**src/rtl/eprisc_sysx_target.sv**
```systemverilog
// sysX bus target: decodes master frames into single-cycle local register
// write/read strobes and serialises read data back onto MISO.
module eprisc_sysx_target #(
    parameter logic [1:0] DEVICE_ID = 2'h1
) (
    input  logic        iClock,
    input  logic        iReset,
    input  logic        iBusClock,
    input  logic [0:1]  iBusSelect,
    input  logic [0:7]  iBusMOSI,
    output logic [0:7]  oBusMISO,
    output logic        oBusMISOEnable,
    output logic        oBusInterrupt,
    output logic [0:6]  oRegAddr,
    output logic [0:31] oRegWData,
    output logic        oRegWrite,
    output logic        oRegRead,
    input  logic [0:31] iRegRData,
    input  logic        iDevIrq,
    output logic        oFrameError
);

    typedef enum logic [2:0] {
        IDLE  = 3'd0,
        CMD   = 3'd1,
        WDATA = 3'd2,
        RTURN = 3'd3,
        RDATA = 3'd4,
        DONE  = 3'd5
    } state_t;

    logic       busClk_p0, busClk_p1, busClk_p2;
    logic [0:1] sel_p0, sel_p1;
    logic [0:7] mosi_p0, mosi_p1;
    logic [1:0] syncFill;
    logic       armed;

    state_t     state, stateNext;
    logic [1:0] byteCnt, byteCntNext;
    logic       turnSeen, turnSeenNext;
    logic       readPend;
    logic [0:31] shiftReg, shiftRegNext;
    logic [0:6] addrNext;
    logic [0:31] wdataNext;
    logic [0:7] misoNext;
    logic       misoEnReg, misoEnNext;
    logic       writeNext, readNext, errNext;

    logic selected, busRise, busFall, frameActive;

    assign selected    = (sel_p1 == DEVICE_ID);
    assign busRise     = busClk_p1 & ~busClk_p2;
    assign busFall     = ~busClk_p1 & busClk_p2;
    assign frameActive = (state == CMD) || (state == WDATA) ||
                         (state == RTURN) || (state == RDATA);

    // Gating with the live select keeps MISO released the moment select drops.
    assign oBusMISOEnable = misoEnReg & selected;

    // --- stage p0/p1: synchronizers, p2: bus clock edge detect ---
    always_ff @(posedge iClock or posedge iReset) begin
        if (iReset) begin
            busClk_p0     <= 1'b0;
            busClk_p1     <= 1'b0;
            busClk_p2     <= 1'b0;
            sel_p0        <= 2'h0;
            sel_p1        <= 2'h0;
            mosi_p0       <= 8'h00;
            mosi_p1       <= 8'h00;
            syncFill      <= 2'b00;
            armed         <= 1'b0;
            oBusInterrupt <= 1'b0;
        end else begin
            busClk_p0     <= iBusClock;
            busClk_p1     <= busClk_p0;
            busClk_p2     <= busClk_p1;
            sel_p0        <= iBusSelect;
            sel_p1        <= sel_p0;
            mosi_p0       <= iBusMOSI;
            mosi_p1       <= mosi_p0;
            syncFill      <= {syncFill[0], 1'b1};
            // A deselect must be seen after reset before any frame is decoded.
            armed         <= armed | (syncFill[1] & ~selected);
            oBusInterrupt <= iDevIrq;
        end
    end

    // --- frame state register ---
    always_ff @(posedge iClock or posedge iReset) begin
        if (iReset) begin
            state       <= IDLE;
            byteCnt     <= 2'd0;
            turnSeen    <= 1'b0;
            readPend    <= 1'b0;
            shiftReg    <= 32'h0;
            oRegAddr    <= 7'h00;
            oRegWData   <= 32'h0;
            oBusMISO    <= 8'h00;
            misoEnReg   <= 1'b0;
            oRegWrite   <= 1'b0;
            oRegRead    <= 1'b0;
            oFrameError <= 1'b0;
        end else begin
            state       <= stateNext;
            byteCnt     <= byteCntNext;
            turnSeen    <= turnSeenNext;
            readPend    <= oRegRead;
            shiftReg    <= shiftRegNext;
            oRegAddr    <= addrNext;
            oRegWData   <= wdataNext;
            oBusMISO    <= misoNext;
            misoEnReg   <= misoEnNext;
            oRegWrite   <= writeNext;
            oRegRead    <= readNext;
            oFrameError <= errNext;
        end
    end

    always_comb begin
        stateNext    = state;
        byteCntNext  = byteCnt;
        turnSeenNext = turnSeen;
        shiftRegNext = readPend ? iRegRData : shiftReg;
        addrNext     = oRegAddr;
        wdataNext    = oRegWData;
        misoNext     = oBusMISO;
        misoEnNext   = misoEnReg;
        writeNext    = 1'b0;
        readNext     = 1'b0;
        errNext      = 1'b0;

        if (frameActive && !selected) begin
            stateNext  = IDLE;
            misoEnNext = 1'b0;
            misoNext   = 8'h00;
            errNext    = 1'b1;
        end else begin
            case (state)
                IDLE: begin
                    if (selected && armed) begin
                        stateNext    = CMD;
                        byteCntNext  = 2'd0;
                        turnSeenNext = 1'b0;
                    end
                end
                CMD: begin
                    if (busRise) begin
                        addrNext    = mosi_p1[1:7];
                        byteCntNext = 2'd0;
                        if (mosi_p1[0]) begin
                            stateNext = WDATA;
                        end else begin
                            stateNext    = RTURN;
                            readNext     = 1'b1;
                            turnSeenNext = 1'b0;
                        end
                    end
                end
                WDATA: begin
                    if (busRise) begin
                        wdataNext   = {oRegWData[8:31], mosi_p1};
                        byteCntNext = byteCnt + 2'd1;
                        if (byteCnt == 2'd3) begin
                            writeNext = 1'b1;
                            stateNext = DONE;
                        end
                    end
                end
                RTURN: begin
                    // The falling edge right after the command byte is not the turnaround.
                    if (busRise) begin
                        turnSeenNext = 1'b1;
                    end else if (busFall && turnSeen) begin
                        stateNext    = RDATA;
                        misoEnNext   = 1'b1;
                        misoNext     = shiftReg[0:7];
                        shiftRegNext = {shiftReg[8:31], 8'h00};
                        byteCntNext  = 2'd0;
                    end
                end
                RDATA: begin
                    if (busRise) begin
                        byteCntNext = byteCnt + 2'd1;
                        if (byteCnt == 2'd3) begin
                            stateNext  = DONE;
                            misoEnNext = 1'b0;
                            misoNext   = 8'h00;
                        end
                    end else if (busFall) begin
                        misoNext     = shiftReg[0:7];
                        shiftRegNext = {shiftReg[8:31], 8'h00};
                    end
                end
                DONE: begin
                    if (!selected) begin
                        stateNext = IDLE;
                    end
                end
                default: stateNext = IDLE;
            endcase
        end
    end

endmodule

```
**config.mk**
```make
export PLATFORM = sky130hd
export DESIGN_NAME = eprisc_sysx_target
export DESIGN_NICKNAME = d
export VERILOG_FILES = /design/src/rtl/eprisc_sysx_target.sv
export SDC_FILE = /design/constraint.sdc
export NUM_CORES = 1
export LEC_CHECK = 0
export ABC_AREA = 1
export CAP_MARGIN = 40
export CORE_ASPECT_RATIO = 2
export CORE_UTILIZATION = 55
export CTS_CLUSTER_SIZE = 40
export DETAILED_ROUTE_END_ITERATION = 7
export HOLD_SLACK_MARGIN = 0.02
export PLACE_DENSITY = 0.94
export RECOVER_POWER = 25
export REMOVE_ABC_BUFFERS = 1
export SETUP_SLACK_MARGIN = 0.3
export SLEW_MARGIN = 20
export SYNTH_ARGS = -nofsm -noshare
export SYNTH_HDL_FRONTEND = slang
export SYNTH_SLANG_ARGS = --single-unit
```
**constraint.sdc**
```tcl
create_clock -name iClock -period 8 [get_ports iClock]
set_input_delay 1.6 -clock iClock [delete_from_list [all_inputs] [get_ports iClock]]
set_output_delay 1.6 -clock iClock [all_outputs]
set_load 0.1 [all_outputs]
```
==> metrics.md, run 1 <==
| Metric | Value |
|---|---|
| Status | finished with violations |
| Failing checks | max-capacitance violations, max-slew violations |
| CP startpoint kind | flip-flop |
| Die Width | between 60 and 70 um |
| Area of the core | about 8300 um2 |
| # clock sinks | 117 |
| First-pass GRT wire length | roughly 23,000 um |
| Largest net degree at the start of global routing | 64 |
| Setup Skew | roughly 0.005 ns |
| RSZ-0062 raised after global routing | false |
| Mapped Avg Cell Area | a little under 10 um2 |
| DIE AREA | slightly below 9000 um2 |
| Clk Latency, worst-skew pair | 0.42 ns |
| Slew headroom | -55.8% |
| Most common cell after layout, fill and taps aside | nand2_1 |
| Commonest non-fill, non-tap cells in the layout | 143 x nand2_1, 117 x dfrtp_1, 84 x clkdlybuf4s50_1 |
| Setup bufs post-CTS | 0 |
| Vias in the first global route | 4,591 |
| Clock buffers created by TritonCTS | 17 |
| Port bufs | 97 |
| H-tree depth reported by CTS | 4 |
| Area grow syn2layout | 51.5% |
| Root Driver | clkbuf_16 |
| Mapped Area | 4700 um2 |
| Ports | just under 100 |
| Max Cap Viol | 1 |
| Post-CTS Resized | 0 |
| Routed Antenna Nets | 0 |
| Setup_tns | 0 ns |
| Total track usage | a little over a third |
| Static leakage | 3.24 nW |
| Clk slew on worst S/H paths | approximately 0.05 ns |
| Clk buf depth | 2 |
| Slew at the pin closest to its max-slew limit | 2.32 ns |
| VDD IR max | 0.000213 V |
| Tightest Hold Check Type | flip-flop to flip-flop |
| Final Max Slew Viols | 56 |
| Crit path max fanout | 40 |
| Via Count | between 4k and 5k |
| DRC | 0 |
| Initial Utilization | roughly 57% |
| Hold buffer count at cts | 0 |
| Vias per inst | 5.82 |
| Instance count of the mapped netlist | 476 |
| Post-route core utilization | about 86% |
| Seq/Total Area, Yosys | 62.3% |
| Pre-Repair DR Iteration Count | 8 |
| Post-synth top area share | 62.3% |
| Final net count | approximately 680 |
| Max Clock Freq | between 200 and 300 MHz |
| Critical path class | flip-flop to flip-flop |
| Chip Height | 133 um |
| Crit path time final | between 3 and 4 ns |
| Detailed placer's ending HPWL | a little over 9000 um |
| PwrDens | ~380 nW/um2 |
| Syn. warnings | 0 |
| CTS tree | yes |
| Area leader, netlist | dfrtp_1 |
| Synth top area cells | dfrtp_1 62%, nand2_1 11%, o21ai_0 4.9% |
| Num rows | 47 |
| GRT overflow | 0 |
| DRT iter0 DRCs | 535 |
| Final Wtd Congestion | about 0.9 |
| Ratio of final minimum period to clock period | around half |
| Library cells used by synthesis | 26 |
| Layout cells sized above 1 | around 15% |
| Final Hold Fails | 0 |
| Final WL | about 14,000 um |
| WP data arrival | 4.29 ns |
| Initial antenna violation count | 1 |
| WP data required | between 8 and 9 ns |
| Drt wl/cell | approximately 20 um |
| Flops & latches, synth | approximately 120 |
| Setup violators final | 0 |
| Crit end category | flip-flop |
through the flow:
step           hold WS (ns)  power [mW]  area (um2)  worst slack, ns  std cells
2_1_floorplan         0.331        1.45        4580             3.30        457
3_3_place_gp          0.333        1.65        5690             4.57        654
3_5_place_dp          0.335        1.91        6520             4.63        706
4_1_cts               0.341        2.70        7110             4.51        738
5_1_grt               0.351        2.80        7130             3.70        740
6_report              0.342        2.71        7130             4.01        740
worst paths after layout:
check / start / end / slack, ns / cells past startpoint
setup / recovery: state[0]$_DFFE_PP0P_ / oRegWData[19]$_DFFE_PP0P_ / 4.01 / 7
hold / removal: mosi_p0[3]$_DFF_PP0_ / mosi_p1[3]$_DFF_PP0_ / 0.34 / 0
setup reg to reg: state[0]$_DFFE_PP0P_ / oRegWData[19]$_DFFE_PP0P_ / 4.01 / 7
hold reg to reg: mosi_p0[3]$_DFF_PP0_ / mosi_p1[3]$_DFF_PP0_ / 0.34 / 0
max in group asynchronous: iReset / oRegWData[30]$_DFFE_PP0P_ / 4.39 / 4
min in group asynchronous: iReset / oFrameError$_DFF_PP0_ / 2.25 / 2
worst max-delay path: stages (launching register included):
cell	delay [ns]
dfrtp_1	0.46
inv_1	0.18
nand2_1	0.17
nand2_1	0.14
nand3_1	0.98
nand2_2	1.09
inv_2	0.41
o21ai_0	0.42
registers in the layout, summed over array words and instances (netlist names), 2 cells and up:
| name | cells |
|---|---|
| shiftReg | 32 |
| sel_p0 | 2 |
| byteCnt | 2 |
| syncFill | 2 |
| oBusMISO | 8 |
| oRegAddr | 7 |
| state | 3 |
| mosi_p0 | 8 |
| oRegWData | 32 |
| mosi_p1 | 8 |
| sel_p1 | 2 |
synth_stat cells (all sizes together):
master,instances
nand2,146
dfrtp,117
o21ai,60
nand3,38
inv,35
mux2i,22
nor2,17
buf,16
a21oi,11
clkbuf,3
ha,3
clkinv,2
nand3b,2
nand4,2
conb,1
o211ai,1
final cells by class:
type / instances / area [um2]
repair buffers: 152 / 1840
flip-flops and latches: 117 / 2930
diodes: 1 / 2.50
clock inverters: 10 / 129
well taps: 98 / 123
multi-input cells: 303 / 1500
fillers: 341 / 1170
clock buffers: 22 / 464
inverters: 37 / 140
report_power, final:
part           total (mW)  leakage (nW)  switching, mW  internal, mW
clock network       0.766         0.297          0.264         0.502
logic                1.12          1.53          0.739         0.381
registers           0.820          1.41         0.0956         0.724
total                2.71          3.24           1.10          1.61
routing by layer:
layer  vias up  GRT usage, %  part of all wire, %  wire length (um)
met5         -             0                    0                 0
met4         0          28.5                  6.6               955
met3        71          8.88                  5.8               834
met2       268          59.6                   55              7940
met1      2123          37.8                   33              4770
li1       1845             -                    -                 -
cells by family (layout without fill, tap and decap cells):
group / count (synthesis) / after routing / share of synthesized area [%]
and+or+nand+nor: 205 / 205 / 18.6
DFF: 117 / 117 / 62.3
AOI/OAI and AO/OA: 72 / 72 / 7.96
buffers and inverters: 56 / 221 / 5.61
muxes: 22 / 22 / 4.68
adders and majority gates: 3 / 3 / 0.798
other: 1 / 2 / 0.0798
Power figures use the tool's default switching activity.
==> run 2: changes to the inputs <==
Settings changed: CORE_UTILIZATION 55 to 51, PLACE_DENSITY 0.94 to 0.89.
Clock period 8 ns to 3.7 ns, I/O delays scaled along.
==> run 2 against run 1 <==
- the flow still finishes with violations (max-capacitance violations, max-slew violations)
- utilization decreased by 6.6 points
- worst setup slack got worse by 3.0 ns
- cell count up 0.14%
- routed wire length fell by 6.1%
- sequential power is 120% higher
- largest power group unchanged
- largest cell class unchanged
==> metrics.md, run 2 (synthesized netlist as in run 1, its figures left out) <==
| Metric | Value |
|---|---|
| Critical R2R Launch | state[0]$_DFFE_PP0P_ |
| Failing checks | max-capacitance violations, max-slew violations |
| Crit path max fanout | 40 (unchanged) |
| WP data required | 4.01 ns (-4.29 ns) |
| Area of the core | 8950 um2 (+8.0%) |
| Vias per inst | 5.54 (-4.8%) |
| Setup bufs post-CTS | 0 (unchanged) |
| Setup violators final | 0 (unchanged) |
| H-tree depth reported by CTS | 4 (unchanged) |
| # clock sinks | 117 (unchanged) |
| GRT overflow | 0 (unchanged) |
| Pre-Repair DR Iteration Count | 5 (-3) |
| Cells on worst reg2reg path | 7 (unchanged) |
| Layout cells sized above 1 | 15.6% (+0.52 points) |
| Total track usage | 30.3% (-6.0 points) |
| Final WS setup | 0.970 ns (-3.04 ns) |
| Drt wl/cell | 18.4 um (-6.3%) |
| Biggest regs | oRegWData (32), shiftReg (32) |
| Crit path time final | 2.73 ns (-1.26 ns) |
| CTS tree | yes |
| Clk slew on worst S/H paths | 0.06 ns (about the same) |
| Num rows | 49 (+4.3%) |
| Hold Path Sink | mosi_p1[3]$_DFF_PP0_ |
| Root Driver | clkbuf_16 |
| Final Max Slew Viols | 118 (+110%) |
| Port bufs | 97 (unchanged) |
| Detailed placer's ending HPWL | 8300 um (-8.6%) |
| Crit end category | flip-flop |
| First-pass GRT wire length | 21,700 um (-6.9%) |
| Critical path class | flip-flop to flip-flop |
| Clock buffers created by TritonCTS | 17 (unchanged) |
| Ports | 98 (unchanged) |
| Pre-CTS WS | 1.17 ns (-3.46 ns) |
| Slew headroom | -2.88% (+53 points) |
| Via Count | 4,107 (-4.6%) |
| Setup Skew | 0.00939 ns (+0.00448 ns) |
| Largest net degree at the start of global routing | 118 (+84%) |
| VDD IR max | 0.000459 V (+120%) |
| Hold buffer count at cts | 0 (unchanged) |
| Static leakage | 3.22 nW (-0.58%) |
| CP startpoint kind | flip-flop |
| Clk buf depth | 2 (unchanged) |
| DRC | 0 (unchanged) |
| PwrDens | 825 nW/um2 (+120%) |
| Final Hold Fails | 0 (unchanged) |
| Worst reg2reg setup slack | 0.97 ns (-3.04 ns) |
| Initial Utilization | 52.5% (-4.2 points) |
| Max Cap Viol | 1 (unchanged) |
| Final Wtd Congestion | 0.978 (+9.3%) |
| Hold_sp | mosi_p0[3]$_DFF_PP0_ |
| Final net count | 675 (-0.30%) |
| Area grow syn2layout | 51.0% |
| Most common cell after layout, fill and taps aside | nand2_1 |
| Chip Height | 138 um (+3.8%) |
| DRT iter0 DRCs | 405 (-24%) |
| Max Clock Freq | 366 MHz (+46%) |
| Die Width | 69.9 um (+3.7%) |
| Ratio of final minimum period to clock period | 73.8% (+24 points) |
| Status | finished with violations |
| Routed Antenna Nets | 0 (unchanged) |
| # diodes | 0 (-1) |
| Tightest Hold Check Type | flip-flop to flip-flop |
| RR Endpoint | oRegWData[20]$_DFFE_PP0P_ |
| Post-CTS Resized | 0 (unchanged) |
| Initial antenna violation count | 0 (-1) |
| DIE AREA | 9630 um2 (+7.7%) |
| WP data arrival | 3.04 ns (-1.25 ns) |
| Slew at the pin closest to its max-slew limit | 1.54 ns (-0.781 ns) |
| Post-route core utilization | 79.3% (-6.6 points) |
| Clk Latency, worst-skew pair | 0.42 ns (about the same) |
| Worst hold stages | 0 (unchanged) |
| Vias in the first global route | 4,310 (-6.1%) |
| Commonest non-fill, non-tap cells in the layout | 142 x nand2_1, 117 x dfrtp_1, 83 x clkdlybuf4s50_1 |
| RSZ-0062 raised after global routing | false |
| Final WL | 13,600 um (-6.1%) |
run 2: how the worst max path moves through the flow:
stage,startpoint,to,slack (ns),cells after the start
2_1_floorplan,iReset,armed$_DFF_PP0_,-0.14,1
3_3_place_gp,state[0]$_DFFE_PP0P_,oRegWData[21]$_DFFE_PP0P_,1.33,8
3_5_place_dp,state[0]$_DFFE_PP0P_,oRegWData[20]$_DFFE_PP0P_,1.17,8
4_1_cts,state[0]$_DFFE_PP0P_,oRegWData[20]$_DFFE_PP0P_,1.01,8
5_1_grt,state[0]$_DFFE_PP0P_,oRegWData[20]$_DFFE_PP0P_,0.77,8
6_report,state[0]$_DFFE_PP0P_,oRegWData[20]$_DFFE_PP0P_,0.97,7
run 2: through the flow:
step                hold slack, ns  setup TNS [ns]  instances  instance area, um2  total power, mW
finish                       0.343               0        741                7100             5.86
global route                 0.347               0        741                7100             6.07
CTS                          0.347               0        741                7120             5.86
detailed placement           0.335               0        709                6490             4.07
global placement             0.332               0        658                5700             3.56
floorplan                    0.331          -16.47        457                4580             3.13
run 2: power breakdown:
part | switching [mW] | leakage, nW | internal [mW]
sequential | 0.202 | 1.41 | 1.56
clock | 0.585 | 0.302 | 1.14
combinational | 1.56 | 1.51 | 0.805
total | 2.34 | 3.22 | 3.51
run 2: metal layers:
layer / global-route usage (%) / routed length, um / up-vias
met5: 0 / 0 / -
met4: 16.2 / 679 / 0
met3: 8.19 / 750 / 68
met1: 32.0 / 4570 / 1979
li1: - / - / 1834
met2: 54.3 / 7610 / 226
run 2: cell type report:
type / instances / area [um2]
clock buffer: 24 / 502
timing repair buffer: 150 / 1770
sequential: 117 / 2930
fill: 491 / 1850
inverter: 37 / 140
tap: 102 / 128
multi-input combinational: 303 / 1510
clock inverter: 8 / 120
run 2: critical path, stage by stage, from the launching register on:
cell and delay, ns:
dfrtp_1 0.45, inv_1 0.17, nand2_2 0.11, nand2_1 0.15, nand3_4 0.35, nand2_2 0.68, inv_2 0.37, o21ai_0 0.33
==> run 3: changes to the inputs <==
Clock period 3.7 ns to 2.7 ns, I/O delays scaled along.
==> run 3 against run 2 <==
- the flow still finishes with violations (max-capacitance violations, max-slew violations)
- global-route usage shrank 7.1 points
- routed wire length shrank 24%
- maximum frequency grew 27%
- clock power grew 29%
- largest cell class unchanged
- largest power group unchanged
- highest routed layer unchanged
==> metrics.md, run 3 (synthesized netlist as in run 1, its figures left out) <==
| Metric | Value |
|---|---|
| Status | finished with violations |
| Failing checks | max-capacitance violations, max-slew violations |
| Crit end category | flip-flop |
| # clock sinks | 117 (unchanged) |
| Reg area | 2930 um2 (unchanged) |
| Clk buf depth | 2 (unchanged) |
| Commonest non-fill, non-tap cells in the layout | 142 x nand2_1, 117 x dfrtp_1, 55 x buf_4 |
| Largest stage delay, worst path | 0.41 ns (-0.27 ns) |
| Max Clock Freq | 464 MHz (+27%) |
| Design Power | 7.15 mW (+22%) |
| Detailed placer's ending HPWL | 6920 um (-17%) |
| PwrDens | 1150 nW/um2 (+40%) |
| Clk Latency, worst-skew pair | 0.41 ns (about the same) |
| Non-filler cells, final | 692 (-6.6%) |
| Setup bufs post-CTS | 0 (unchanged) |
| RSZ-0062 raised after global routing | false |
| Critical path class | flip-flop to flip-flop |
| DRC | 0 (unchanged) |
| Layout cells sized above 1 | 17.1% (+1.5 points) |
| Clock buffers created by TritonCTS | 17 (unchanged) |
| Die Width | 69.9 um (unchanged) |
| Slew headroom | -18.7% (-16 points) |
| Largest net degree at the start of global routing | 46 (-61%) |
| Initial antenna violation count | 0 (unchanged) |
| Hold_sp | mosi_p0[7]$_DFF_PP0_ |
| Crit-path leading delay family | buffers and inverters |
| Crit path time final | 2.16 ns (-0.575 ns) |
| CTS tree | yes |
| DRT iter0 DRCs | 241 (-40%) |
| WP data required | 2.99 ns (-1.02 ns) |
| Biggest regs | oRegWData (32), shiftReg (32) |
| CP startpoint kind | flip-flop |
| Most common cell after layout, fill and taps aside | nand2_1 |
| Post-route core utilization | 69.3% (-10 points) |
| Via Count | 3,683 (-10%) |
| CP Cell Sequence | inv_1 > ha_1 > clkinv_1 > nor2_1 > nand2_2 > inv_2 > nand2_1 > o21ai_0 |
| Number of buffers and inverters on the critical path | 3 (+1) |
| Tightest Hold Check Type | flip-flop to flip-flop |
| Drt wl/cell | 15.0 um (-18%) |
| Crit path max fanout | 26 (-35%) |
| Static leakage | 2.94 nW (-8.9%) |
| Area of the core | 8950 um2 (unchanged) |
| Clk slew on worst S/H paths | 0.05 ns (about the same) |
| Final Max Slew Viols | 38 (-68%) |
| Final Hold Fails | 0 (unchanged) |
| Max Cap Viol | 1 (unchanged) |
| # diodes | 0 (unchanged) |
| Ratio of final minimum period to clock period | 79.8% (+6.0 points) |
| Chip Height | 138 um (unchanged) |
| Final WL | 10,400 um (-24%) |
| Setup violators final | 0 (unchanged) |
| Port bufs | 97 (unchanged) |
| Fill cells | 611 (+24%) |
| Final Wtd Congestion | 0.916 (-6.3%) |
| Initial Utilization | 52.5% (unchanged) |
| VDD IR max | 0.000585 V (+27%) |
| DIE AREA | 9630 um2 (unchanged) |
| Total track usage | 23.2% (-7.1 points) |
| Vias in the first global route | 3,734 (-13%) |
| GRT overflow | 0 (unchanged) |
| Worst setup startpoint | busClk_p2$_DFF_PP0_ |
| Vias per inst | 5.32 (-4.0%) |
| Num rows | 49 (unchanged) |
| Critical R2R Launch | busClk_p2$_DFF_PP0_ |
| Routed Antenna Nets | 0 (unchanged) |
| Hold buffer count at cts | 0 (unchanged) |
| Root Driver | clkbuf_16 |
| Area of the multi-input gates | 1510 um2 (unchanged) |
| H-tree depth reported by CTS | 4 (unchanged) |
| Setup Skew | 0.00765 ns (-0.00174 ns) |
| Area grow syn2layout | 31.9% |
| Ports | 98 (unchanged) |
| CP max stage cell | inv_2 |
| Dpl cells | 661 (-6.8%) |
| First-pass GRT wire length | 17,200 um (-21%) |
| Pre-Repair DR Iteration Count | 4 (-1) |
| Final net count | 627 (-7.1%) |
| WP data arrival | 2.44 ns (-0.60 ns) |
| Slew at the pin closest to its max-slew limit | 1.77 ns (+0.228 ns) |
## run 3: power by group
group | internal, mW | switching, mW
clock network | 1.49 | 0.749
registers | 2.14 | 0.245
logic | 0.593 | 1.94
total | 4.22 | 2.93
## run 3: final cells by class
| type | count | area share (%) |
|---|---|---|
| Multi-Input combinational cell | 303 | 24.3 |
| Timing Repair Buffer | 102 | 14.6 |
| Clock inverter | 9 | 2.06 |
| Clock buffer | 22 | 7.48 |
| Inverter | 37 | 2.30 |
| Tap cell | 102 | 2.06 |
| Sequential cell | 117 | 47.2 |
## run 3: worst register-to-register path: stages (launching register included)
cell      delay [ns]
dfrtp_1         0.37
inv_1           0.06
ha_1            0.21
clkinv_1        0.24
nor2_1          0.19
nand2_2         0.28
inv_2           0.41
nand2_1         0.11
o21ai_0         0.16
## run 3: timing repair
action,in CTS,in global routing
gates resized for setup,0,2
setup endpoints to repair,0,1
endpoints found under the hold margin,0,0
## run 3: final timing paths
kind,to,slack [ns],depth (start not counted)
min in group asynchronous,oFrameError$_DFF_PP0_,1.03,2
setup / recovery,oRegWData[22]$_DFFE_PP0P_,0.54,8
hold reg to reg,mosi_p1[7]$_DFF_PP0_,0.34,0
max in group asynchronous,shiftReg[27]$_DFF_PP0_,0.78,3
setup reg to reg,oRegWData[22]$_DFFE_PP0P_,0.54,8
hold / removal,mosi_p1[7]$_DFF_PP0_,0.34,0
## run 3: per-stage QoR
stage / TNS [ns] / worst slack (ns) / hold WS, ns / cell area [um2]
6_report: 0 / 0.545 / 0.345 / 6200
2_1_floorplan: -110.07 / -0.941 / 0.331 / 4580
3_3_place_gp: 0 / 0.692 / 0.332 / 5610
4_1_cts: 0 / 0.524 / 0.345 / 6200
5_1_grt: 0 / 0.357 / 0.355 / 6200
3_5_place_dp: 0 / 0.531 / 0.335 / 5610
## run 3: per-layer routing
metal / routed length (um) / track usage (%) / part of all wire, %
met5: 0 / 0 / 0
met4: 297 / 12.7 / 2.9
met3: 427 / 6.44 / 4.1
met2: 5780 / 41.1 / 56
met1: 3870 / 24.9 / 37
